### src/rtl/vec_load_unit_pkg.sv
// Shared constants, state type and lane helpers for the vector load unit.
package vlu_pkg;

    localparam int VLU_LANES = 4;
    localparam int REG_AW    = 6;
    localparam int XLEN      = 32;

    typedef enum logic [1:0] {
        IDLE,
        ISSUE,
        WAIT,
        WB
    } vlu_state_t;

    // Lowest lane index >= from that is marked for fetch; VLU_LANES means none left.
    function automatic logic [2:0] next_lane(input logic [VLU_LANES-1:0] fetch,
                                             input logic [2:0]           from);
        logic [2:0] found;
        found = 3'(VLU_LANES);
        for (int i = VLU_LANES - 1; i >= 0; i--) begin
            if (fetch[i] && (3'(i) >= from)) begin
                found = 3'(i);
            end
        end
        return found;
    endfunction

    function automatic logic [XLEN-1:0] lane_addr(input logic [XLEN-1:0] base,
                                                   input logic [1:0]      lane);
        return base + {{(XLEN-4){1'b0}}, lane, 2'b00};
    endfunction

endpackage

### src/rtl/vec_load_unit_if.sv
// Request, memory and register-file write signals of the vector load unit.
interface vec_load_unit_if;
    import vlu_pkg::*;

    logic                 req_valid;
    logic                 req_ready;
    logic [XLEN-1:0]      req_base;
    logic [REG_AW-1:0]    req_rd0;
    logic [REG_AW-1:0]    req_rd1;
    logic [REG_AW-1:0]    req_rd2;
    logic [REG_AW-1:0]    req_rd3;
    logic [VLU_LANES-1:0] req_mask;

    logic                 mem_req_valid;
    logic                 mem_req_ready;
    logic [XLEN-1:0]      mem_req_addr;
    logic                 mem_resp_valid;
    logic [XLEN-1:0]      mem_resp_data;

    logic                 vecwe;
    logic [REG_AW-1:0]    waddr2;
    logic [REG_AW-1:0]    waddr3;
    logic [REG_AW-1:0]    waddr4;
    logic [REG_AW-1:0]    waddr5;
    logic [XLEN-1:0]      wdata2;
    logic [XLEN-1:0]      wdata3;
    logic [XLEN-1:0]      wdata4;
    logic [XLEN-1:0]      wdata5;
    logic                 busy;

    // The load unit itself is the master side.
    modport master (
        input  req_valid, req_base, req_rd0, req_rd1, req_rd2, req_rd3, req_mask,
        input  mem_req_ready, mem_resp_valid, mem_resp_data,
        output req_ready, mem_req_valid, mem_req_addr,
        output vecwe, waddr2, waddr3, waddr4, waddr5,
        output wdata2, wdata3, wdata4, wdata5, busy
    );

    modport slave (
        output req_valid, req_base, req_rd0, req_rd1, req_rd2, req_rd3, req_mask,
        output mem_req_ready, mem_resp_valid, mem_resp_data,
        input  req_ready, mem_req_valid, mem_req_addr,
        input  vecwe, waddr2, waddr3, waddr4, waddr5,
        input  wdata2, wdata3, wdata4, wdata5, busy
    );

endinterface

### src/rtl/vec_load_unit.sv
// Vector load unit: fetches up to four words, one request at a time, then writes them as one vector.
// Build option VLU_SKIP_MASKED_EN: lanes with a clear mask bit are not fetched at all.
module vec_load_unit
    import vlu_pkg::*;
(
    input logic             clk,
    input logic             rstn,
    vec_load_unit_if.master bus
);

    vlu_state_t           state;
    logic [1:0]           lane;
    logic [XLEN-1:0]      base;
    logic [REG_AW-1:0]    rd     [VLU_LANES];
    logic [VLU_LANES-1:0] mask;
    logic [XLEN-1:0]      buffer [VLU_LANES];

    logic                 req_ready;
    logic                 busy;
    logic                 mem_req_valid;
    logic [XLEN-1:0]      mem_req_addr;
    logic                 vecwe;
    logic [REG_AW-1:0]    waddr  [VLU_LANES];
    logic [XLEN-1:0]      wdata  [VLU_LANES];

    logic [VLU_LANES-1:0] req_fetch;
    logic [VLU_LANES-1:0] held_fetch;
    logic                 resp_take;
    logic [2:0]           first_lane;
    logic [2:0]           following_lane;
    logic [XLEN-1:0]      landed [VLU_LANES];

`ifdef VLU_SKIP_MASKED_EN
    assign req_fetch  = bus.req_mask;
    assign held_fetch = mask;
`else
    assign req_fetch  = '1;
    assign held_fetch = '1;
`endif

    // landed is the buffer as it will look once the response arriving this cycle is stored,
    // so the write-back outputs can be registered on the same edge.
    always_comb begin
        resp_take = (state == WAIT) && bus.mem_resp_valid;
        for (int i = 0; i < VLU_LANES; i++) begin
            landed[i] = buffer[i];
        end
        if (resp_take) begin
            landed[lane] = bus.mem_resp_data;
        end
        first_lane     = next_lane(req_fetch, 3'd0);
        following_lane = next_lane(held_fetch, {1'b0, lane} + 3'd1);
    end

    always_ff @(posedge clk) begin
        if (!rstn) begin
            state         <= IDLE;
            lane          <= '0;
            base          <= '0;
            mask          <= '0;
            req_ready     <= 1'b1;
            busy          <= 1'b0;
            mem_req_valid <= 1'b0;
            mem_req_addr  <= '0;
            vecwe         <= 1'b0;
            for (int i = 0; i < VLU_LANES; i++) begin
                rd[i]     <= '0;
                buffer[i] <= '0;
                waddr[i]  <= '0;
                wdata[i]  <= '0;
            end
        end else begin
            vecwe <= 1'b0;
            for (int i = 0; i < VLU_LANES; i++) begin
                waddr[i] <= '0;
                wdata[i] <= '0;
            end
            case (state)
                IDLE: begin
                    if (bus.req_valid) begin
                        base      <= bus.req_base;
                        rd[0]     <= bus.req_rd0;
                        rd[1]     <= bus.req_rd1;
                        rd[2]     <= bus.req_rd2;
                        rd[3]     <= bus.req_rd3;
                        mask      <= bus.req_mask;
                        req_ready <= 1'b0;
                        busy      <= 1'b1;
                        // Nothing to fetch only happens for an all-clear mask, so the write is all zeros.
                        if (first_lane == 3'(VLU_LANES)) begin
                            state <= WB;
                            lane  <= '0;
                            vecwe <= 1'b1;
                        end else begin
                            state         <= ISSUE;
                            lane          <= first_lane[1:0];
                            mem_req_valid <= 1'b1;
                            mem_req_addr  <= lane_addr(bus.req_base, first_lane[1:0]);
                        end
                    end
                end
                ISSUE: begin
                    if (bus.mem_req_ready) begin
                        mem_req_valid <= 1'b0;
                        state         <= WAIT;
                    end
                end
                WAIT: begin
                    if (resp_take) begin
                        buffer[lane] <= bus.mem_resp_data;
                        if (following_lane == 3'(VLU_LANES)) begin
                            state <= WB;
                            vecwe <= 1'b1;
                            for (int i = 0; i < VLU_LANES; i++) begin
                                if (mask[i]) begin
                                    waddr[i] <= rd[i];
                                    wdata[i] <= landed[i];
                                end
                            end
                        end else begin
                            state         <= ISSUE;
                            lane          <= following_lane[1:0];
                            mem_req_valid <= 1'b1;
                            mem_req_addr  <= lane_addr(base, following_lane[1:0]);
                        end
                    end
                end
                WB: begin
                    state     <= IDLE;
                    req_ready <= 1'b1;
                    busy      <= 1'b0;
                end
                default: begin
                    state <= IDLE;
                end
            endcase
        end
    end

    assign bus.req_ready     = req_ready;
    assign bus.busy          = busy;
    assign bus.mem_req_valid = mem_req_valid;
    assign bus.mem_req_addr  = mem_req_addr;
    assign bus.vecwe         = vecwe;
    assign bus.waddr2        = waddr[0];
    assign bus.waddr3        = waddr[1];
    assign bus.waddr4        = waddr[2];
    assign bus.waddr5        = waddr[3];
    assign bus.wdata2        = wdata[0];
    assign bus.wdata3        = wdata[1];
    assign bus.wdata4        = wdata[2];
    assign bus.wdata5        = wdata[3];

endmodule

### src/flat_wrapper.sv
// flat-port wrapper written by rule: the top's interface ports become plain ports
module vec_load_unit_flat import vlu_pkg::*;
  (clk, rstn, bus_req_valid, bus_req_base, bus_req_rd0, bus_req_rd1, bus_req_rd2, bus_req_rd3, bus_req_mask, bus_mem_req_ready, bus_mem_resp_valid, bus_mem_resp_data, bus_req_ready, bus_mem_req_valid, bus_mem_req_addr, bus_vecwe, bus_waddr2, bus_waddr3, bus_waddr4, bus_waddr5, bus_wdata2, bus_wdata3, bus_wdata4, bus_wdata5, bus_busy);
  vec_load_unit_if bus_i ();
  input logic clk;
  input logic rstn;
  input wire logic [$bits(bus_i.req_valid)-1:0] bus_req_valid;
  input wire logic [$bits(bus_i.req_base)-1:0] bus_req_base;
  input wire logic [$bits(bus_i.req_rd0)-1:0] bus_req_rd0;
  input wire logic [$bits(bus_i.req_rd1)-1:0] bus_req_rd1;
  input wire logic [$bits(bus_i.req_rd2)-1:0] bus_req_rd2;
  input wire logic [$bits(bus_i.req_rd3)-1:0] bus_req_rd3;
  input wire logic [$bits(bus_i.req_mask)-1:0] bus_req_mask;
  input wire logic [$bits(bus_i.mem_req_ready)-1:0] bus_mem_req_ready;
  input wire logic [$bits(bus_i.mem_resp_valid)-1:0] bus_mem_resp_valid;
  input wire logic [$bits(bus_i.mem_resp_data)-1:0] bus_mem_resp_data;
  output wire logic [$bits(bus_i.req_ready)-1:0] bus_req_ready;
  output wire logic [$bits(bus_i.mem_req_valid)-1:0] bus_mem_req_valid;
  output wire logic [$bits(bus_i.mem_req_addr)-1:0] bus_mem_req_addr;
  output wire logic [$bits(bus_i.vecwe)-1:0] bus_vecwe;
  output wire logic [$bits(bus_i.waddr2)-1:0] bus_waddr2;
  output wire logic [$bits(bus_i.waddr3)-1:0] bus_waddr3;
  output wire logic [$bits(bus_i.waddr4)-1:0] bus_waddr4;
  output wire logic [$bits(bus_i.waddr5)-1:0] bus_waddr5;
  output wire logic [$bits(bus_i.wdata2)-1:0] bus_wdata2;
  output wire logic [$bits(bus_i.wdata3)-1:0] bus_wdata3;
  output wire logic [$bits(bus_i.wdata4)-1:0] bus_wdata4;
  output wire logic [$bits(bus_i.wdata5)-1:0] bus_wdata5;
  output wire logic [$bits(bus_i.busy)-1:0] bus_busy;
  assign bus_i.req_valid = bus_req_valid;
  assign bus_i.req_base = bus_req_base;
  assign bus_i.req_rd0 = bus_req_rd0;
  assign bus_i.req_rd1 = bus_req_rd1;
  assign bus_i.req_rd2 = bus_req_rd2;
  assign bus_i.req_rd3 = bus_req_rd3;
  assign bus_i.req_mask = bus_req_mask;
  assign bus_i.mem_req_ready = bus_mem_req_ready;
  assign bus_i.mem_resp_valid = bus_mem_resp_valid;
  assign bus_i.mem_resp_data = bus_mem_resp_data;
  assign bus_req_ready = bus_i.req_ready;
  assign bus_mem_req_valid = bus_i.mem_req_valid;
  assign bus_mem_req_addr = bus_i.mem_req_addr;
  assign bus_vecwe = bus_i.vecwe;
  assign bus_waddr2 = bus_i.waddr2;
  assign bus_waddr3 = bus_i.waddr3;
  assign bus_waddr4 = bus_i.waddr4;
  assign bus_waddr5 = bus_i.waddr5;
  assign bus_wdata2 = bus_i.wdata2;
  assign bus_wdata3 = bus_i.wdata3;
  assign bus_wdata4 = bus_i.wdata4;
  assign bus_wdata5 = bus_i.wdata5;
  assign bus_busy = bus_i.busy;
  vec_load_unit u_core (.clk(clk), .rstn(rstn), .bus(bus_i));
endmodule
### config.mk
export PLATFORM = sky130hd
export DESIGN_NAME = vec_load_unit_flat
export DESIGN_NICKNAME = d
export VERILOG_FILES = /design/src/rtl/vec_load_unit_pkg.sv /design/src/rtl/vec_load_unit_if.sv /design/src/rtl/vec_load_unit.sv /design/src/flat_wrapper.sv
export SDC_FILE = /design/constraint.sdc
export NUM_CORES = 1
export LEC_CHECK = 0
export CORE_MARGIN = 2
export CORE_UTILIZATION = 50
export CTS_CLUSTER_DIAMETER = 150
export CTS_CLUSTER_SIZE = 30
export DETAILED_ROUTE_END_ITERATION = 10
export GPL_TIMING_DRIVEN = 0
export PLACE_DENSITY = 0.86
export SLEW_MARGIN = 20
export SYNTH_ARGS = -nofsm -noshare
export SYNTH_HDL_FRONTEND = slang
export SYNTH_SLANG_ARGS = --single-unit
### constraint.sdc
create_clock -name clk -period 3 [get_ports clk]
set_input_delay 0.6 -clock clk [delete_from_list [all_inputs] [get_ports clk]]
set_output_delay 0.6 -clock clk [all_outputs]
set_load 0.02 [all_outputs]
=== After elaboration in Yosys (flattened, before gate mapping) ===
Memories as Yosys holds them, arrays and structs flattened.
Index checks and enable logic that the tools add are counted.

* Bits in writable memories: 304
* Bits in registers: 76
* Latch bits: 0
* Input port bits: 97
* ROM bits: 0
* Memories kept: 4

* $mul: 0
* Divide/modulo/power cells: 0
* Shift-type cells: 0
* $add $sub $neg: 2
* Eq/ne operators: 8
* Multiplexer cells: 87
* Bitwise logic cells: 21
* Reduce and logical (&&, ||, !) cells: 13
* $lt $le $gt $ge: 6

{| class="wikitable"
|+ Memories
! name !! depth !! width !! rd ports !! clocked after Yosys merged registers in !! write ports !! RTL line !! text
|-
| u_core.buffer || 4 || 32 || 4 || 0 || 4 || vec_load_unit.sv:16 || <nowiki>logic [XLEN-1:0] buffer [VLU_LANES];</nowiki>
|-
| u_core.wdata || 4 || 32 || 4 || 0 || 4 || vec_load_unit.sv:24 || <nowiki>logic [XLEN-1:0] wdata [VLU_LANES];</nowiki>
|-
| u_core.rd || 4 || 6 || 4 || 0 || 4 || vec_load_unit.sv:14 || <nowiki>logic [REG_AW-1:0] rd [VLU_LANES];</nowiki>
|-
| u_core.waddr || 4 || 6 || 4 || 0 || 4 || vec_load_unit.sv:23 || <nowiki>logic [REG_AW-1:0] waddr [VLU_LANES];</nowiki>
|}

{| class="wikitable"
|+ Operators with widths
! kind !! number
|-
| 2-to-1 mux 32 bit || 13
|-
| bitwise mux 128 bit || 1
|-
| 2-to-1 mux 128 bit || 1
|-
| 2-to-1 mux 6 bit || 12
|-
| demux 32 bit (select 2 bit) || 1
|-
| one-hot mux 32 bit (2 select lines) || 1
|-
| 2-to-1 mux 1 bit || 41
|-
| adder 32 x 4 -> 32 bit || 1
|-
| OR reduction 32 bit || 1
|-
| OR 1 bit || 20
|-
| 2-to-1 mux 2 bit || 8
|-
| 2-to-1 mux 3 bit || 4
|-
| one-hot mux 2 bit (4 select lines) || 1
|-
| >= comparator 1 x 3 -> 1 bit, first input constant || 2
|-
| >= comparator 2 x 3 -> 1 bit, first input constant || 2
|-
| != test 2 bit, second input constant || 3
|-
| AND reduction 3 bit || 2
|-
| AND reduction 5 bit || 1
|-
| equality test 2 bit, second input constant || 2
|-
| one-hot mux 1 bit (2 select lines) || 2
|-
| one-hot mux 2 bit (2 select lines) || 1
|-
| AND reduction 2 bit || 2
|-
| AND reduction 4 bit || 1
|-
| nonzero test 2 bit || 2
|-
| 11 further kinds || 12
|}

=== Longest topological paths before layout ===
Gate-level depths: netlist of run 1.

* Depth in word-level cells: 13
* Depth in mapped cells: 10
* Depth with buffers taken out: 10

=== Worst setup path before layout of run 1 ===
No wires, ideal clock.

* Path kind: reg2reg
* Start: register u_core.lane[0]
* End: register u_core.mem_req_addr[18], in the netlist u_core.bus.mem_req_addr[18]
* Slack: 327 ps
* Required time: 2,877 ps
* Cell stages (with the launch flop): 10
* Arrival: 2,550 ps
* Library setup time: 123 ps
* Buffers on the path: 0
* Cells stage by stage: dfxtp_1 -> inv_1 -> ha_1 -> inv_1 -> fa_1 -> nand3b_1 -> or4_4 -> o21a_1 -> nor3_1 -> o21ai_0

* Longest elaborated chain between the ends: 10
* Elaborated cells between the ends (all ways): 16

{| class="wikitable"
|+ RTL lines
! element !! RTL line !! text
|-
| start: declaration || vec_load_unit.sv:12 || <nowiki>logic [1:0] lane;</nowiki>
|-
| start signal: assignment || vec_load_unit.sv:96 || <nowiki>lane <= first_lane[1:0];</nowiki>
|-
| start signal: assignment || vec_load_unit.sv:122 || <nowiki>lane <= following_lane[1:0];</nowiki>
|-
| adder 2 x 1 -> 3 bit (*) || vec_load_unit.sv:52 || <nowiki>following_lane = next_lane(held_fetch, {1'b0, lane} + 3'd1);</nowiki>
|-
| >= comparator 2 x 3 -> 1 bit || vec_load_unit_pkg.sv:21 || <nowiki>if (fetch[i] && (3'(i) >= from)) begin</nowiki>
|-
| 2-to-1 mux 3 bit (3 in series) || vec_load_unit_pkg.sv:21 ||
|-
| 2-to-1 mux 3 bit (*) || vec_load_unit_pkg.sv:21 ||
|-
| adder 32 x 4 -> 32 bit || vec_load_unit_pkg.sv:30 || <nowiki>return base + {{(XLEN-4){1'b0}}, lane, 2'b00};</nowiki>
|-
| 2-to-1 mux 32 bit || vec_load_unit.sv:111 || <nowiki>if (following_lane == 3'(VLU_LANES)) begin</nowiki>
|-
| 2-to-1 mux 32 bit || vec_load_unit.sv:109 || <nowiki>if (resp_take) begin</nowiki>
|-
| one-hot mux 32 bit (2 select lines) || vec_load_unit.sv:78 || <nowiki>case (state)</nowiki>
|-
| end signal: assignment || vec_load_unit.sv:98 || <nowiki>mem_req_addr <= lane_addr(bus.req_base, first_lane[1:0]);</nowiki>
|-
| end signal: assignment || vec_load_unit.sv:124 || <nowiki>mem_req_addr <= lane_addr(base, following_lane[1:0]);</nowiki>
|-
| end: declaration || vec_load_unit.sv:21 || <nowiki>logic [XLEN-1:0] mem_req_addr;</nowiki>
|}

Every way passes the cells marked *; elsewhere a longest branch is shown, timed or not. The select of a mux whose other input is x is not followed.
A chain may end at the register's enable or synchronous reset.

=== Final worst setup path of run 1 ===
* Start: register u_core.lane[1]
* End: register u_core.mem_req_addr[29], in the netlist u_core.bus.mem_req_addr[29]

Same word-level chain as after synthesis.

==> results of run 1 <==
## cells in the mapped netlist, drive strengths merged (2+ instances only)
cell type	instances	share of area, %
nand3b	2	0.098
dfxtp	152	20
and3	39	1.6
inv	8	0.20
nor4	5	0.38
o221ai	5	0.28
nand3	17	0.63
or2	3	0.12
nand4	13	0.63
or3	16	0.65
nand2b	7	0.28
xnor2	4	0.23
nand2	366	9.0
nor3	7	0.41
a21oi	159	5.2
edfxtp	228	45
ha	7	0.57
xor2	18	1.0
mux2i	2	0.13
o211a	4	0.26
a21boi	45	2.2
o211ai	21	1.0
clkbuf	60	1.5
o21ai	7	0.23
nor3b	3	0.22
nor2	8	0.21
o21a	2	0.098
buf	33	1.1
or4	2	0.12
a31o	3	0.17
o2111ai	2	0.11
nor2b	3	0.12
and2	155	6.3
## timing repair
item,4_1_cts,5_1_grt
resized for setup,3,3
pin swaps,0,0
endpoints found under the setup margin,20,3
## report_power, final
group,internal (W),switching [W]
registers,0.00572,0.000112
clock network,0.00109,0.00154
logic,0.000401,0.000543
total,0.00721,0.00219
## through the flow
stage	setup slack (ns)	total power (W)	cells
6_report	0.172	0.00940	2202
5_1_grt	0.0788	0.00971	2202
4_1_cts	0.103	0.00941	2201
3_5_place_dp	-0.534	0.00688	2173
3_3_place_gp	-0.884	0.00684	2170
2_1_floorplan	0.327	0.00636	1490
## registers in the layout (all words and copies together) (netlist names)
register	cells
u_core.bus.mem_req_addr	32
u_core.waddr	24
u_core.bus.req_ready	1
u_core.rd	24
u_core.bus.busy	1
u_core.mask	4
u_core.state	2
u_core.bus.vecwe	1
u_core.bus.mem_req_valid	1
u_core.lane	2
u_core.wdata	128
u_core.buffer	128
u_core.base	32
## metal layers
layer,up-vias,wire (um),GRT usage (%)
li1,5524,-,-
met1,5617,15500,31.1
met2,563,20300,43.7
met3,94,3660,4.30
met4,2,1240,8.23
met5,-,13,0
## logic make-up after synthesis
group                    Yosys count
AO/OA/AOI/OAI                    251
XOR/XNOR                          22
adder cells (fa/ha/maj)            8
buffers and inverters            102
flip-flops                       380
multiplexers                       2
other                              1
AND/OR/NAND/NOR                  649
## worst reg2reg max path, stage by stage (launching register included)
cell and delay, ns:
sky130_fd_sc_hd__dfxtp_2 0.46, sky130_fd_sc_hd__inv_1 0.14, sky130_fd_sc_hd__ha_1 0.35, sky130_fd_sc_hd__ha_1 0.30
sky130_fd_sc_hd__a21oi_1 0.20, sky130_fd_sc_hd__nor4_2 0.74, sky130_fd_sc_hd__nand4_1 0.20, sky130_fd_sc_hd__xor2_1 0.25
sky130_fd_sc_hd__a21oi_2 0.08
## how the worst min path moves through the flow
stage                         end       startpoint
5_1_grt        u_core.waddr[2][0]  u_core.rd[2][0]
2_1_floorplan  u_core.waddr[2][0]  u_core.rd[2][0]
3_5_place_dp   u_core.waddr[3][1]  u_core.rd[3][1]
4_1_cts        u_core.waddr[2][4]  u_core.rd[2][4]
3_3_place_gp   u_core.waddr[3][4]  u_core.rd[3][4]
6_report       u_core.waddr[2][4]  u_core.rd[2][4]
## cell type report
class                      instances  area, sq um  area share (%)
sequential                       380         9890            50.5
timing repair buffer             287         2920            14.9
antenna                            1         2.50          0.0128
tap                              396          495            2.53
multi-input combinational       1008         5350            27.3
clock inverter                     1         11.3          0.0575
inverter                           8         30.0           0.153
buffer                            94          413            2.11
clock buffer                      27          463            2.36
==> results.json, run 1 <==
{
  "run_status": "finished clean",
  "total_leakage_power_nw": 7.27,
  "postSynth.asyncResetShare_pct": 0,
  "worstReg2RegStart": "u_core.lane[1]",
  "routed_wl_per_cell_um": 18.5,
  "cell_type_with_the_highest_occurrence_count_on_the_critical_path": "sky130_fd_sc_hd__ha_1",
  "critical-path-max-stage-delay_ns": 0.74,
  "fp.coreArea_sq_um": 30400,
  "cp.arrival_ns": 3.23,
  "routed_wl_um": 40700,
  "timing.fmax_mhz": 354,
  "die_w_um": 179,
  "setup.reg_to_reg.worst_slack_ns": 0.17,
  "setup_repair_after_global_routing_missed_its_margin": "no",
  "drtIter0Drc": 987,
  "layout_min_cycle_time_ns": 2.83,
  "skew_ns": 0.0184,
  "detailed_place_hpwl_um": 29400,
  "cp-startpoint": "u_core.lane[1]",
  "slowest_stage": "sky130_fd_sc_hd__nor4_2",
  "synth.lib_cells_used.distinct": 59,
  "rr_worst_depth": 8,
  "max-vdd-ir-drop_mv": 0.399,
  "crit_cells": 8,
  "detailroute.via_count": 11800,
  "post_synth_xor_area_fraction_pct": 1.25,
  "synth-simple-area-share_pct": 21.0,
  "final_core_utilization_pct": 64.3,
  "largest_family_of_logic_cells_by_synthesized_area": "simple AND/OR/NAND/NOR gates",
  "cts_buffers": 16,
  "synth_enable_flop_cells": 228,
  "setup.worst_path.end_class": "register",
  "die_area_sq_um": 32200,
  "cts.sink_count": 380,
  "synth.cell_area_sq_um": 15400,
  "clk-insertion-delay-late_ns": 0.52,
  "clock-root-buffer": "sky130_fd_sc_hd__clkbuf_16",
  "postPlaceCellArea_sq_um": 19100,
  "synthesis.area_per_instance_sq_um": 10.9,
  "timing.final.hold_violations": 0,
  "min_path_cells": 1,
  "gp_congestion": 0.886,
  "first_global_vias": 11300,
  "max_h_tree_level": 1,
  "ctsLongestPathBuffers": 3,
  "setup.worst_path.class": "reg -> reg",
  "dr.pass1.iters": 5,
  "viasPerCell": 5.36,
  "hold_slack_ns": 0.452,
  "cp_top_family": "simple AND/OR/NAND/NOR gates",
  "most_common_cell_after_layout_fill_and_taps_aside": "sky130_fd_sc_hd__nand2_1",
  "synth-adder-area-share_pct": 0.700,
  "synthToLayoutAreaGrowth_pct": 27.3,
  "critPathRequiredTime_ns": 3.40,
  "path_clk_slew_ns": 0.12,
  "remaining_drc_errors": 0,
  "grt_remaining_overflow": 0,
  "synth-seq-cells": 380,
  "max_slew.worst_pin.slew_ns": 0.780,
  "io_pins": 285,
  "synth-compound-area-share_pct": 9.74,
  "timing.max_cap.violations": 0,
  "post_cts_hold_buffer_count": 0,
  "post_cts_buffers": 0,
  "syn-instance-count": 1415,
  "design.final.nets": 1900,
  "critical_path_peak_fanout": 8,
  "final_area_sq_um": 19600,
  "std_cell_rows": 64,
  "timing_max_transition_violations_final": 0,
  "fillCellCount": 2308,
  "io_buf_count": 284,
  "r2r-end": "u_core.bus.mem_req_addr[29]",
  "floorplan.initialDensity_pct": 50.5,
  "cp_capture_point": "u_core.bus.mem_req_addr[29]",
  "worst_setup_path_start_kind": "register",
  "synth_warnings": 0,
  "detail-route-antenna-nets": 0,
  "final_layout_size_suffix_gt1_share_pct": 4.88,
  "ys_seq_area_share_pct": 64.3,
  "final.period_utilization_pct": 94.3,
  "hold_path.class": "reg -> reg",
  "layout.cells.most_common_list": "359 x sky130_fd_sc_hd__nand2_1, 284 x sky130_fd_sc_hd__clkdlybuf4s50_1, 228 x sky130_fd_sc_hd__edfxtp_1",
  "grt_util_all_layers_pct": 24.8,
  "timing.max_slew.rel_slack_pct": 47.7,
  "grt_pass1_wl_um": 61100,
  "yosys_most_used_dff": "sky130_fd_sc_hd__edfxtp_1",
  "tns_ns": 0,
  "cellPowerDensity_nw_per_um2": 480,
  "tritoncts": "done",
  "fp.dieH_um": 179,
  "critical_path.cell_chain": "inv_1, ha_1, ha_1, a21oi_1, nor4_2, nand4_1, xor2_1, a21oi_2",
  "critical_path_buf_inv_count": 1,
  "antenna_found_initial": 2,
  "grt_max_degree": 33,
  "final_setup_viols": 0,
  "synth_mux_area_share_pct": 0.130
}
(Power assumes the default switching activity.)
==> run 2, diff against run 1 <==
- ABC_AREA: unset -> 1
- GPL_TIMING_DRIVEN: 0 -> unset
==> run 2 against run 1 <==
Highest routed layer is now met4. Count of clock-buffer cells in the layout unchanged. Global-route usage decreased by 0.44 points. Die area rose by 1.5%. Largest power group unchanged. Critical path type unchanged. Clock power about the same. Design area up 0.91%. Critical path depth up 3.
==> results.json, run 2 <==
{
  "run_status": "finished clean",
  "synth.lib_cells_used.distinct": 32,
  "clock-root-buffer": "sky130_fd_sc_hd__clkbuf_16",
  "hold_path.class": "reg -> reg",
  "skew_ns": 0.0243,
  "ff_latch_area_sq_um": 9890,
  "grt_pass1_wl_um": 63900,
  "cp_top_family": "simple AND/OR/NAND/NOR gates",
  "final.period_utilization_pct": 85.6,
  "syn-instance-count": 1720,
  "fp.dieH_um": 181,
  "floorplan.initialDensity_pct": 50.9,
  "slowest_stage": "sky130_fd_sc_hd__dfxtp_1",
  "final_cell_count_no_fill": 2455,
  "die_area_sq_um": 32700,
  "fillCellCount": 2387,
  "setup.worst_path.class": "reg -> reg",
  "synth_warnings": 0,
  "synth.cell_area_sq_um": 15600,
  "synthesis.area_per_instance_sq_um": 9.08,
  "yosys_most_used_dff": "sky130_fd_sc_hd__edfxtp_1",
  "max-vdd-ir-drop_mv": 0.327,
  "synth_mux_area_share_pct": 0,
  "detail-route-antenna-nets": 0,
  "io_buf_count": 284,
  "setup.worst_path.end_class": "register",
  "cts.sink_count": 380,
  "die_w_um": 181,
  "cell_type_with_the_highest_occurrence_count_on_the_critical_path": "sky130_fd_sc_hd__nand2_1",
  "post_synth_xor_area_fraction_pct": 0.280,
  "dpl.cell_count": 2425,
  "design.final.nets": 2152,
  "ctsLongestPathBuffers": 3,
  "synthToLayoutAreaGrowth_pct": 26.5,
  "reg_top3": "u_core.buffer: 128 flops, u_core.wdata: 128 flops",
  "synth_most_common_cell": "sky130_fd_sc_hd__nand2_1",
  "postSynth.asyncResetShare_pct": 0,
  "largest_family_of_logic_cells_by_synthesized_area": "simple AND/OR/NAND/NOR gates",
  "cts_repair_resize_count": 0,
  "timing.final.hold_violations": 0,
  "routed_wl_per_cell_um": 16.5,
  "total_leakage_power_nw": 8.73,
  "post_synth_most_frequent_cells": "406 x sky130_fd_sc_hd__nand2_1, 268 x sky130_fd_sc_hd__inv_1, 228 x sky130_fd_sc_hd__edfxtp_1, 213 x sky130_fd_sc_hd__nor2_1, 174 x sky130_fd_sc_hd__o21ai_0",
  "viasPerCell": 5.10,
  "tritoncts": "done",
  "std_cell_rows": 64,
  "synth_enable_flop_cells": 228,
  "drtIter0Drc": 1172,
  "timing.max_cap.violations": 0,
  "antenna_found_initial": 2,
  "cellPowerDensity_nw_per_um2": 508,
  "critical_path.cell_chain": "inv_1, ha_1, ha_1, nand3_1, nand2_1, nand2_1, nor2_1, nand2_1, nand3_1, o21ai_0, a21oi_1",
  "synth_top_cell_area_share_pct": 43.8,
  "path_clk_slew_ns": 0.12,
  "critical_path_buf_inv_count": 1,
  "netlist.top_cell.by_area": "sky130_fd_sc_hd__edfxtp_1",
  "synth-adder-area-share_pct": 0.689,
  "worst_setup_path_start_kind": "register",
  "remaining_drc_errors": 0,
  "max_slew.worst_pin.slew_ns": 0.681,
  "critical-path-max-stage-delay_ns": 0.45,
  "layout.cells.most_common_list": "399 x sky130_fd_sc_hd__nand2_1, 284 x sky130_fd_sc_hd__clkdlybuf4s50_1, 268 x sky130_fd_sc_hd__inv_1",
  "dr.pass1.iters": 5,
  "grt_remaining_overflow": 0,
  "critPathRequiredTime_ns": 3.46,
  "layout_min_cycle_time_ns": 2.57,
  "timing_max_transition_violations_final": 0,
  "routed_wl_um": 40400,
  "max_h_tree_level": 1,
  "cp.arrival_ns": 3.02,
  "grt_util_all_layers_pct": 24.4,
  "final_core_utilization_pct": 64.4,
  "critical_path_peak_fanout": 6,
  "timing.fmax_mhz": 389,
  "multi_input_area_sq_um": 4620,
  "gp_congestion": 0.912,
  "ys_seq_area_share_pct": 63.3,
  "synth-simple-area-share_pct": 18.0,
  "post_cts_buffers": 0,
  "final_setup_viols": 0,
  "io_pins": 285,
  "fp.coreArea_sq_um": 30700,
  "tns_ns": 0,
  "most_common_cell_after_layout_fill_and_taps_aside": "sky130_fd_sc_hd__nand2_1",
  "cts_buffers": 16,
  "synth-compound-area-share_pct": 8.63,
  "final_layout_size_suffix_gt1_share_pct": 3.94,
  "first_global_vias": 12200,
  "setup_repair_after_global_routing_missed_its_margin": "no",
  "grt_max_degree": 65,
  "post_cts_hold_buffer_count": 0,
  "timing.max_slew.rel_slack_pct": 54.5,
  "synth-seq-cells": 380,
  "synth.area.top_cells": "sky130_fd_sc_hd__edfxtp_1 44%, sky130_fd_sc_hd__dfxtp_1 19%, sky130_fd_sc_hd__nand2_1 9.8%",
  "clk-insertion-delay-late_ns": 0.52,
  "detailroute.via_count": 12500,
  "detailed_place_hpwl_um": 28400
}
## run 2: cell types whose count changed in the layout (fill, tap and decap cells not counted), moves of 57 or more
cell	previous run	this run
sky130_fd_sc_hd__a21oi_1	157	52
sky130_fd_sc_hd__inv_1	8	268
sky130_fd_sc_hd__o21ai_0	7	174
sky130_fd_sc_hd__clkbuf_1	67	10
sky130_fd_sc_hd__and2_1	153	1
sky130_fd_sc_hd__nor2_1	7	213
## run 2: path summary, 6_finish.rpt
path | from | end | slack, ns | cells past startpoint
setup / recovery | u_core.lane[0] | u_core.bus.mem_req_addr[17] | 0.43 | 11
hold reg to reg | u_core.bus.req_ready | u_core.bus.req_ready | 0.47 | 2
hold / removal | u_core.bus.req_ready | u_core.bus.req_ready | 0.47 | 2
setup reg to reg | u_core.lane[0] | u_core.bus.mem_req_addr[17] | 0.43 | 11
## run 2: layer usage
layer	wire, um	GRT usage, %
met1	15500	30.4
met2	19900	42.9
met3	3520	3.99
met4	1450	8.68
met5	0	0
## run 2: power by group
| group | switching, W | internal, W |
|---|---|---|
| Combinational | 0.000863 | 0.000551 |
| Sequential | 0.000160 | 0.00581 |
| Clock | 0.00157 | 0.00109 |
## run 2: logic make-up (layout without fill, tap and decap cells)
kind of cell | after synthesis | count (layout)
AND/OR/NAND/NOR | 702 | 702
buffers and inverters | 363 | 625
XOR/XNOR | 5 | 5
adder cells (fa/ha/maj) | 8 | 8
other | 1 | 78
AO/OA/AOI/OAI | 261 | 261
flip-flops | 380 | 380
## run 2: worst min-delay path: cells and delay by family, from the launching register on
kind,cells,cell delay [ns]
DFF,1,0.35
and+or+nand+nor,2,0.10
## run 2: layout make-up
cell class / count / area share (%)
diodes: 2 / 0.0253
clock buffers: 27 / 2.34
well taps: 396 / 2.51
inverters: 287 / 5.47
multi-input cells: 1052 / 23.4
clock inverters: 1 / 0.0570
repair buffers: 310 / 16.1
flip-flops and latches: 380 / 50.1
## run 2: stage by stage
step                      hold WS [ns]  total power (W)  worst slack [ns]  cell area, sq um
final                            0.471           0.0100             0.432             19800
after detailed placement         0.448          0.00748             0.406             19300
after floorplan                  0.439          0.00682             0.260             15900
after global routing             0.491           0.0104             0.233             19800
after CTS                        0.472           0.0101             0.458             19800
after global placement           0.441          0.00744             0.501             19300
==> run 3, diff against run 2 <==
- CTS_CLUSTER_DIAMETER: 150 -> 50
- PLACE_DENSITY: 0.86 -> 0.88
==> run 3 against run 2 <==
Clock power is 58% higher. Combinational power hardly changed. Largest power group unchanged. Critical path depth is 1 higher. Die area stayed put. Power is 15% higher. First-iteration DRC count is 33% higher. Non-clock buffer count stayed put. Count of clock-buffer cells in the layout is 4 higher. Via count is 0.89% higher. Core utilization is 1.7 points higher. Clock skew is 0.010 ns lower. Flip-flop and latch count stayed put.
==> results.json, run 3 (same netlist as run 2, synthesis figures left out) <==
{
  "max_slew.worst_pin.slew_ns": 0.683,
  "final_layout_size_suffix_gt1_share_pct": 5.56,
  "path_clk_slew_ns": 0.07,
  "viasPerCell": 5.09,
  "timing.max_cap.violations": 0,
  "clock-root-buffer": "sky130_fd_sc_hd__clkbuf_16",
  "timing.fmax_mhz": 365,
  "fp.dieH_um": 181,
  "fp.coreArea_sq_um": 30700,
  "final_cell_count_no_fill": 2483,
  "die_area_sq_um": 32700,
  "cts.sink_count": 380,
  "synthToLayoutAreaGrowth_pct": 30.0,
  "hold_path.class": "reg -> reg",
  "critPathRequiredTime_ns": 3.49,
  "cell_type_with_the_highest_occurrence_count_on_the_critical_path": "sky130_fd_sc_hd__inv_2",
  "globalRouteMet2Util_pct": 43.1,
  "grt_pass1_wl_um": 64000,
  "gr-usage-met1_pct": 30.1,
  "max_h_tree_level": 1,
  "floorplan.initialDensity_pct": 50.9,
  "clk-insertion-delay-late_ns": 0.57,
  "gr-max-usage-layer": "met2",
  "setup_repair_after_global_routing_missed_its_margin": "no",
  "detailroute.via_count": 12600,
  "timing_max_transition_violations_final": 0,
  "io_buf_count": 284,
  "globalRouteMet3Util_pct": 4.45,
  "antenna_found_initial": 2,
  "first_global_vias": 12400,
  "detailed_place_hpwl_um": 27900,
  "grt_remaining_overflow": 0,
  "critical-path-max-stage-delay_ns": 0.56,
  "final.period_utilization_pct": 91.4,
  "tns_ns": 0,
  "critical_path_buf_inv_count": 6,
  "io_pins": 285,
  "skew_ns": 0.0142,
  "setup.reg_to_reg.worst_slack_ns": 0.26,
  "timing.max_slew.rel_slack_pct": 54.4,
  "setup.worst_path.end_class": "register",
  "final_area_sq_um": 20300,
  "design.final.nets": 2167,
  "final_setup_viols": 0,
  "worst_setup_path_start_kind": "register",
  "grt_max_degree": 65,
  "ctsLongestPathBuffers": 3,
  "cts_repair_resize_count": 0,
  "tritoncts": "done",
  "total_leakage_power_nw": 9.01,
  "most_common_cell_after_layout_fill_and_taps_aside": "sky130_fd_sc_hd__nand2_1",
  "max-vdd-ir-drop_mv": 0.432,
  "cp.arrival_ns": 3.23,
  "drtIter0Drc": 1556,
  "multi_input_area_sq_um": 4620,
  "critical_path_peak_fanout": 33,
  "run_status": "finished clean",
  "layout_min_cycle_time_ns": 2.74,
  "post_cts_hold_buffer_count": 0,
  "remaining_drc_errors": 0,
  "setup.worst_path.class": "reg -> reg",
  "cellPowerDensity_nw_per_um2": 570,
  "critical_path.cell_chain": "inv_2, nor2_4, inv_2, nor2_4, inv_2, nor2_2, inv_2, nor2_4, inv_4, nor2_8, inv_2, nor2_1",
  "dpl.cell_count": 2425,
  "gp_congestion": 0.924,
  "postPlaceCellArea_sq_um": 19200,
  "ff_latch_area_sq_um": 9890,
  "post_cts_buffers": 0,
  "cp_top_family": "simple AND/OR/NAND/NOR gates",
  "dr.pass1.iters": 6,
  "detail-route-antenna-nets": 0,
  "fillCellCount": 2282,
  "slowest_stage": "sky130_fd_sc_hd__dfxtp_1",
  "routed_wl_um": 40200,
  "cts_buffers": 31,
  "std_cell_rows": 64,
  "routed_wl_per_cell_um": 16.2,
  "layout.cells.most_common_list": "401 x sky130_fd_sc_hd__nand2_1, 284 x sky130_fd_sc_hd__clkdlybuf4s50_1, 268 x sky130_fd_sc_hd__inv_1",
  "reg_top3": "u_core.buffer: 128 flops, u_core.wdata: 128 flops",
  "grt_util_all_layers_pct": 24.4,
  "die_w_um": 181,
  "timing.final.hold_violations": 0
}
-- run 3: final cells by class --
| cell class | instances | area share, % |
|---|---|---|
| Inverter | 287 | 5.32 |
| Clock inverter | 25 | 1.36 |
| Timing Repair Buffer | 310 | 15.5 |
| Antenna cell | 2 | 0.0247 |
| Tap cell | 396 | 2.44 |
| Sequential cell | 380 | 48.7 |
| Clock buffer | 31 | 3.82 |
| Multi-Input combinational cell | 1052 | 22.8 |
-- run 3: power breakdown --
group / total [W] / switching, W / internal, W
combinational: 0.00141 / 0.000867 / 0.000541
sequential: 0.00597 / 0.000155 / 0.00581
clock: 0.00418 / 0.00197 / 0.00222
total: 0.0116 / 0.00299 / 0.00857
-- run 3: final timing paths --
check        cells after the start                     endpoint                        start
min reg2reg                      2  u_core.bus.mem_req_addr[27]  u_core.bus.mem_req_addr[27]
min                              2  u_core.bus.mem_req_addr[27]  u_core.bus.mem_req_addr[27]
max reg2reg                     12           u_core.waddr[3][0]              u_core.state[1]
max                             12           u_core.waddr[3][0]              u_core.state[1]
-- run 3: through the flow --
step	hold slack, ns	power (W)	util, %	worst slack, ns
finish	0.465	0.0116	66.2	0.258
CTS	0.468	0.0116	66.1	0.279
floorplan	0.439	0.00682	-	0.260
global route	0.488	0.0120	66.1	0.0252
global placement	0.441	0.00742	62.7	0.431
detailed placement	0.451	0.00746	62.7	0.278
-- run 3: per-layer routing --
layer | wire length [um] | vias to the layer above
met2 | 20200 | 615
met3 | 3440 | 99
met5 | 0 | -
met4 | 1340 | 0
li1 | - | 6082
met1 | 15300 | 5833
-- run 3: worst register-to-register path: cells and delay by family (launching register included) --
kind                   cells  cell delay [ns]
AND/OR/NAND/NOR            6             1.25
flip-flops                 1             0.56
buffers and inverters      6             0.84
